### src/rtl/bp_pkg.sv
// Shared definitions for the branch direction predictor: indexing mode
// constants, the default counter reset value and the saturating step helper
// used by both the per-entry counters and the statistics counters.
package bp_pkg;

  // Indexing modes selectable through the MODE parameter
  localparam int BP_MODE_BIMODAL = 0;
  localparam int BP_MODE_GSHARE  = 1;

  // Weakly not-taken for a 2-bit counter
  localparam int BP_CNT_INIT_DEFAULT = 1;

  // Widest counter the helper below can handle
  localparam int BP_SAT_MAX_W = 64;

  // One saturating step of a width-bit unsigned counter carried in a 64-bit
  // container. Counting up sticks at all-ones of the given width, counting
  // down sticks at zero. Callers truncate the result back to their width.
  function automatic logic [BP_SAT_MAX_W-1:0] sat_step(
    input logic [BP_SAT_MAX_W-1:0] val,
    input logic                    up,
    input int                      width
  );
    logic [BP_SAT_MAX_W-1:0] max_val;
    if (width >= BP_SAT_MAX_W) begin
      max_val = '1;
    end else begin
      max_val = (64'd1 << width) - 64'd1;
    end
    if (up) begin
      sat_step = (val >= max_val) ? max_val : val + 64'd1;
    end else begin
      sat_step = (val == '0) ? '0 : val - 64'd1;
    end
  endfunction

endpackage

### src/rtl/bp_sat_counter.sv
// Single saturating up/down counter used as one entry of the prediction
// table. Held in flops so the asynchronous reset reaches every entry.
module bp_sat_counter
  import bp_pkg::*;
#(
  parameter int CNT_W    = 2,
  parameter int CNT_INIT = BP_CNT_INIT_DEFAULT
) (
  input  logic             clk,
  input  logic             rst,
  input  logic             clear,
  input  logic             en,
  input  logic             up,
  output logic [CNT_W-1:0] cnt
);

  localparam logic [CNT_W-1:0] INIT_VAL = CNT_W'(CNT_INIT);

  // Counter state: reset/clear to the initial value, otherwise step on enable
  always_ff @(posedge clk or negedge rst) begin
    if (!rst) begin
      cnt <= INIT_VAL;
    end else if (clear) begin
      cnt <= INIT_VAL;
    end else if (en) begin
      cnt <= CNT_W'(sat_step(BP_SAT_MAX_W'(cnt), up, CNT_W));
    end
  end

endmodule

### src/rtl/branch_predictor_table.sv
// PC-indexed branch direction predictor. A table of saturating counters is
// looked up combinationally from the fetch PC (optionally hashed with the
// global history) and trained by the execute stage when a branch resolves.
// History and statistics are only updated at resolution, never speculatively.
module branch_predictor_table
  import bp_pkg::*;
#(
  parameter int PC_W     = 32,
  parameter int IDX_W    = 6,
  parameter int CNT_W    = 2,
  parameter int GHR_W    = 6,
  parameter int MODE     = BP_MODE_BIMODAL,
  parameter int CNT_INIT = BP_CNT_INIT_DEFAULT,
  parameter int STAT_W   = 32
) (
  input  logic              clk,
  input  logic              rst,
  input  logic              clear,
  input  logic [PC_W-1:0]   lookup_pc,
  output logic              pred_taken,
  output logic [IDX_W-1:0]  pred_idx,
  input  logic              upd_valid,
  input  logic [IDX_W-1:0]  upd_idx,
  input  logic              upd_taken,
  input  logic              upd_pred,
  output logic [GHR_W-1:0]  ghr,
  output logic [STAT_W-1:0] stat_branches,
  output logic [STAT_W-1:0] stat_mispred
);

  localparam int ENTRIES = 2 ** IDX_W;

  logic [CNT_W-1:0] cnt [ENTRIES];
  logic [IDX_W-1:0] pc_idx;
  logic [GHR_W-1:0] ghr_next;
  logic             mispred;

  // Instructions are word aligned, so the two low PC bits carry no
  // information; bits above the index only alias into the same entry.
  logic pc_unused;
  assign pc_unused = ^{lookup_pc[PC_W-1:IDX_W+2], lookup_pc[1:0]};

  assign pc_idx = lookup_pc[IDX_W+1:2];

  // Index selection: the history is zero-extended to the index width so a
  // short GHR only perturbs the low index bits.
  generate
    if (MODE == BP_MODE_GSHARE) begin : g_gshare
      assign pred_idx = pc_idx ^ IDX_W'(ghr);
    end else begin : g_bimodal
      assign pred_idx = pc_idx;
    end
  endgenerate

  // Direction is the counter MSB; lookup sees the pre-update table, so a
  // same-cycle update to the same entry becomes visible one cycle later.
  assign pred_taken = cnt[pred_idx][CNT_W-1];

  // One counter per table entry, trained only when its index resolves
  generate
    for (genvar i = 0; i < ENTRIES; i++) begin : g_entry
      logic hit;
      assign hit = upd_valid && (upd_idx == IDX_W'(i));

      bp_sat_counter #(
        .CNT_W    (CNT_W),
        .CNT_INIT (CNT_INIT)
      ) u_cnt (
        .clk   (clk),
        .rst   (rst),
        .clear (clear),
        .en    (hit),
        .up    (upd_taken),
        .cnt   (cnt[i])
      );
    end
  endgenerate

  // Shift the resolved outcome into the history; a 1-bit history simply
  // holds the most recent outcome.
  generate
    if (GHR_W == 1) begin : g_ghr_one
      assign ghr_next = upd_taken;
    end else begin : g_ghr_shift
      assign ghr_next = {ghr[GHR_W-2:0], upd_taken};
    end
  endgenerate

  assign mispred = (upd_pred != upd_taken);

  // Global history register, advanced only by resolved branches
  always_ff @(posedge clk or negedge rst) begin
    if (!rst) begin
      ghr <= '0;
    end else if (clear) begin
      ghr <= '0;
    end else if (upd_valid) begin
      ghr <= ghr_next;
    end
  end

  // Resolved-branch and misprediction counts; both stick at all-ones
  always_ff @(posedge clk or negedge rst) begin
    if (!rst) begin
      stat_branches <= '0;
      stat_mispred  <= '0;
    end else if (clear) begin
      stat_branches <= '0;
      stat_mispred  <= '0;
    end else if (upd_valid) begin
      stat_branches <= STAT_W'(sat_step(BP_SAT_MAX_W'(stat_branches), 1'b1, STAT_W));
      if (mispred) begin
        stat_mispred <= STAT_W'(sat_step(BP_SAT_MAX_W'(stat_mispred), 1'b1, STAT_W));
      end
    end
  end

endmodule

### config.mk
export PLATFORM = sky130hd
export DESIGN_NAME = branch_predictor_table
export DESIGN_NICKNAME = d
export VERILOG_FILES = /design/src/rtl/bp_pkg.sv /design/src/rtl/bp_sat_counter.sv /design/src/rtl/branch_predictor_table.sv
export SDC_FILE = /design/constraint.sdc
export NUM_CORES = 1
export LEC_CHECK = 0
export CAP_MARGIN = 20
export CORE_ASPECT_RATIO = 0.5
export CORE_MARGIN = 3
export CORE_UTILIZATION = 30
export CTS_CLUSTER_SIZE = 30
export DETAILED_ROUTE_END_ITERATION = 8
export PLACE_DENSITY = 0.51
export SETUP_SLACK_MARGIN = 0.1
export SLEW_MARGIN = 20
export SYNTH_ARGS = -nofsm -noshare
export SYNTH_HDL_FRONTEND = slang
export SYNTH_SLANG_ARGS = --single-unit
### constraint.sdc
create_clock -name clk -period 3.4 [get_ports clk]
set_input_delay 0.68 -clock clk [delete_from_list [all_inputs] [get_ports clk]]
set_output_delay 0.68 -clock clk [all_outputs]
set_load 0.005 [all_outputs]
==> results.py <==
metrics = {
    "synthesis": {
        "synth_edf_count": 0,
        "synthFlopType": "dfrtp_1",
        "syn_avg_cell_area_um2": 8.79,
        "netlist_instances": 1308,
        "synth_largest_area_cell": "dfrtp_1",
        "ys_ff_latch": 198,
        "yosysTopAreaCellShare_pct": 29.2,
        "yosysWarnings": 0,
        "synth_area_leaders": "dfrtp_1 29%, dfstp_2 15%, o21ai_0 7.2%",
        "syn-cell-area_mm2": 0.0115,
        "async_flop_share_pct": 100,
        "synth_nets": 1354,
        "seq_area_frac_synth_pct": 43.8,
        "synth_cell_types": 62,
    },
    "clock_tree": {
        "cts_tree": "built",
        "cts_buffers": 17,
        "h-tree-depth": 4,
        "holdBufCountCts": 0,
        "clk_pin_slew_worst_paths_ns": 0.07,
        "clk_path_buf_depth": 2,
        "cts_sinks": 198,
        "cts_root_buf": "clkbuf_16",
        "clk-insertion-delay-late_ns": 0.46,
    },
    "floorplanning": {
        "fp.coreArea_mm2": 0.0368,
        "fp-row-count": 49,
        "initial_utilization_pct": 31.2,
        "io_pins": 121,
        "dieWidth_um": 283,
        "die-area_mm2": 0.0409,
        "die_height_um": 144,
    },
    "sta": {
        "fmax_mhz": 321,
        "finalMaxSlewViolations": 0,
        "min_period_over_period_pct": 91.5,
        "setup_tns_ns": 0,
        "min_period_ns": 3.11,
        "worstMarginPinSlew_ns": 0.911,
        "finalSetupViolCount": 0,
        "rsz0062_at_grt": "no",
        "fin_skew_ns": 0.0151,
        "slew-limit-headroom_pct": 39.3,
        "hold_viol_final": 0,
        "timing.hold.ws_ns": 0.232,
    },
    "routing": {
        "firstDrtPassIters": 5,
        "drtAntennaViolNets": 0,
        "drt-wirelength-per-cell_um": 18.3,
        "routed_via_density": 5.52,
        "route.detailed.drc": 0,
        "drt-total-wl_um": 34700,
        "drtIter0Drc": 847,
        "vias": 10500,
    },
    "global_routing": {
        "antenna_found_initial": 0,
        "grt_pass1_wl_um": 55700,
        "grtUsageMet2_pct": 29.1,
        "busiest_layer": "met2",
        "grt_use_total_pct": 17.2,
        "grt_util_met1_pct": 22.9,
        "grtUsageMet3_pct": 2.69,
        "gr-total-overflow": 0,
        "grt_max_degree": 85,
        "grt_pass1_vias": 10200,
    },
    "critical_path": {
        "crit_fanout": 8,
        "path_cells": "clkbuf_2 -> bufbuf_16 -> mux4_2 -> mux2i_1 -> mux2i_1 -> mux2i_1 -> a21oi_2 -> dlygate4sd2_1",
        "worstSetupPathType": "in2out",
        "critPathTopFamily": "multiplexers",
        "worstPathRequired_ns": 2.72,
        "crit_arrival_ns": 2.43,
        "start_kind": "input pin",
        "cp_common_cell": "mux2i_1",
        "crit_buf_inv": 3,
        "slowest_delay_ns": 0.49,
        "cp-end-kind": "output port",
        "crit_slowest_cell": "mux4_2",
    },
    "finish": {
        "design_area_mm2": 0.0137,
        "finalNetCount": 1420,
        "area_growth_pct": 18.8,
        "layout-drive-gt1-share_pct": 12.8,
        "final.fill_count": 3678,
        "diodes": 0,
        "ff_latch_area_mm2": 0.00503,
        "multiInputGateArea_mm2": 0.00585,
    },
    "job": {
        "max_cap_viol_count": 0,
    },
    "run_status": {
        "outcome": "finished, final reports clean",
    },
    "placed_design": {
        "portBuffers": 94,
        "post-dp-hpwl_um": 22800,
        "placed_cell_area_mm2": 0.0130,
        "gp_congestion": 0.802,
    },
    "pwr": {
        "power_density_mw_per_mm2": 360,
        "peakVddDrop_mv": 0.391,
        "p_leak_uw": 0.00598,
    },
    "min_path": {
        "hp-class": "in2async",
    },
}
cells by family after synthesis:
group / Yosys count / synth area share, %
and+or+nand+nor: 462 / 21.2
AOI/OAI and AO/OA: 420 / 21.5
DFF: 198 / 43.8
buffers and inverters: 157 / 5.57
muxes: 45 / 5.67
adders and majority gates: 25 / 2.22
xor gates and xnor gates: 1 / 0.0762
flip-flops by register name, indices dropped and copies added, names as in the netlist:
name	flops
stat_branches	32
g_entry.u_cnt.cnt	128
stat_mispred	32
ghr	6
layout make-up:
type                            instances  area share [%]
Tap cell                              510            4.67
Sequential cell                       198            36.8
Timing Repair Buffer                  130            9.21
Clock buffer                           26            3.73
Clock inverter                          6           0.659
Multi-Input combinational cell        953            42.8
Inverter                               74            2.03
placed cells by master, fill, tap and decap left out, drive strengths merged, types with 2 or more instances in the layout:
master | synthesis | final
o21ai | 165 | 165
a21oi | 138 | 138
dfrtp | 134 | 134
nor2 | 114 | 114
nand2 | 96 | 96
clkdlybuf4s50 | 0 | 86
and3 | 84 | 84
inv | 74 | 75
nor3 | 72 | 72
dfstp | 64 | 64
a211o | 41 | 41
buf | 24 | 38
nand3 | 30 | 30
mux2i | 28 | 28
clkbuf | 59 | 28
a211oi | 25 | 25
a31oi | 23 | 23
maj3 | 23 | 23
and4 | 18 | 18
nand4 | 17 | 17
mux4 | 16 | 16
nor4 | 7 | 7
nand2b | 5 | 5
a41o | 5 | 5
o211a | 4 | 4
a41oi | 4 | 4
nor3b | 4 | 4
and2 | 3 | 3
or3 | 3 | 3
a311oi | 3 | 3
dlygate4sd2 | 0 | 3
a221oi | 2 | 2
or2 | 2 | 2
o211ai | 2 | 2
and4b | 2 | 2
ha | 2 | 2
bufinv | 0 | 2
clkinv | 0 | 2
synth_stat cells (3+ instances only):
library cell and instances:
dfstp_2 64, dfrtp_1 134, mux2i_1 28, nor2_1 114, o211a_1 4, maj3_1 23
a41o_1 5, and2_1 3, nor3b_1 3, o21ai_0 165, mux4_2 16, a31oi_1 23
nor3_1 68, inv_1 74, a41oi_1 3, a311oi_1 3, nand2_1 96, nand2b_1 5
a21oi_1 138, a211oi_1 24, nand3_1 27, buf_1 4, a211o_1 41, clkbuf_1 59
and3_1 84, buf_2 11, buf_4 8, nor4_1 3, nand4_1 14, nand3_2 3
nor3_2 3, and4_1 18, or3_1 3
report_power, final:
| part | internal, uW | switching [uW] |
|---|---|---|
| combinational | 119 | 259 |
| clock | 1190 | 954 |
| sequential | 2380 | 23.8 |
| total | 3690 | 1240 |
layer usage:
metal	vias to the layer above	part of all wire [%]
met5	-	0
li1	4913	-
met3	29	4.0
met2	200	49
met4	0	1.3
met1	5326	46
repair_timing:
item / CTS / global route
setup buffers: 1 / 0
cloned: 1 / 0
setup endpoints to repair: 1 / 1
pin swaps: 2 / 0
gates resized for setup: 10 / 1
through the flow:
stage / cells / total power (uW) / util [%] / worst slack (ns)
2_1_floorplan: 1308 / 2630 / - / 0.629
3_3_place_gp: 1863 / 2810 / 35.3 / -0.276
3_5_place_dp: 1863 / 2820 / 35.3 / -0.253
4_1_cts: 1897 / 4990 / 37.1 / 0.125
5_1_grt: 1897 / 5130 / 37.1 / 0.221
6_report: 1897 / 4920 / 37.1 / 0.289
worst paths after layout:
kind	from	to	slack, ns	cells after the start
worst max-delay path	lookup_pc[2]	pred_taken	0.29	8
worst min-delay path	rst	g_entry[5].u_cnt.cnt[1]$_DFFE_PN0P_	0.23	1
worst max register to register	stat_branches[0]$_DFFE_PN0P_	stat_branches[9]$_DFFE_PN0P_	1.04	6
worst min register to register	g_entry[48].u_cnt.cnt[0]$_DFFE_PN1P_	g_entry[48].u_cnt.cnt[0]$_DFFE_PN1P_	0.50	2
max in group asynchronous	rst	g_entry[57].u_cnt.cnt[0]$_DFFE_PN1P_	2.21	2
min in group clk	g_entry[48].u_cnt.cnt[0]$_DFFE_PN1P_	g_entry[48].u_cnt.cnt[0]$_DFFE_PN1P_	0.50	2
Note: power is estimated with default switching activity, not from simulation.
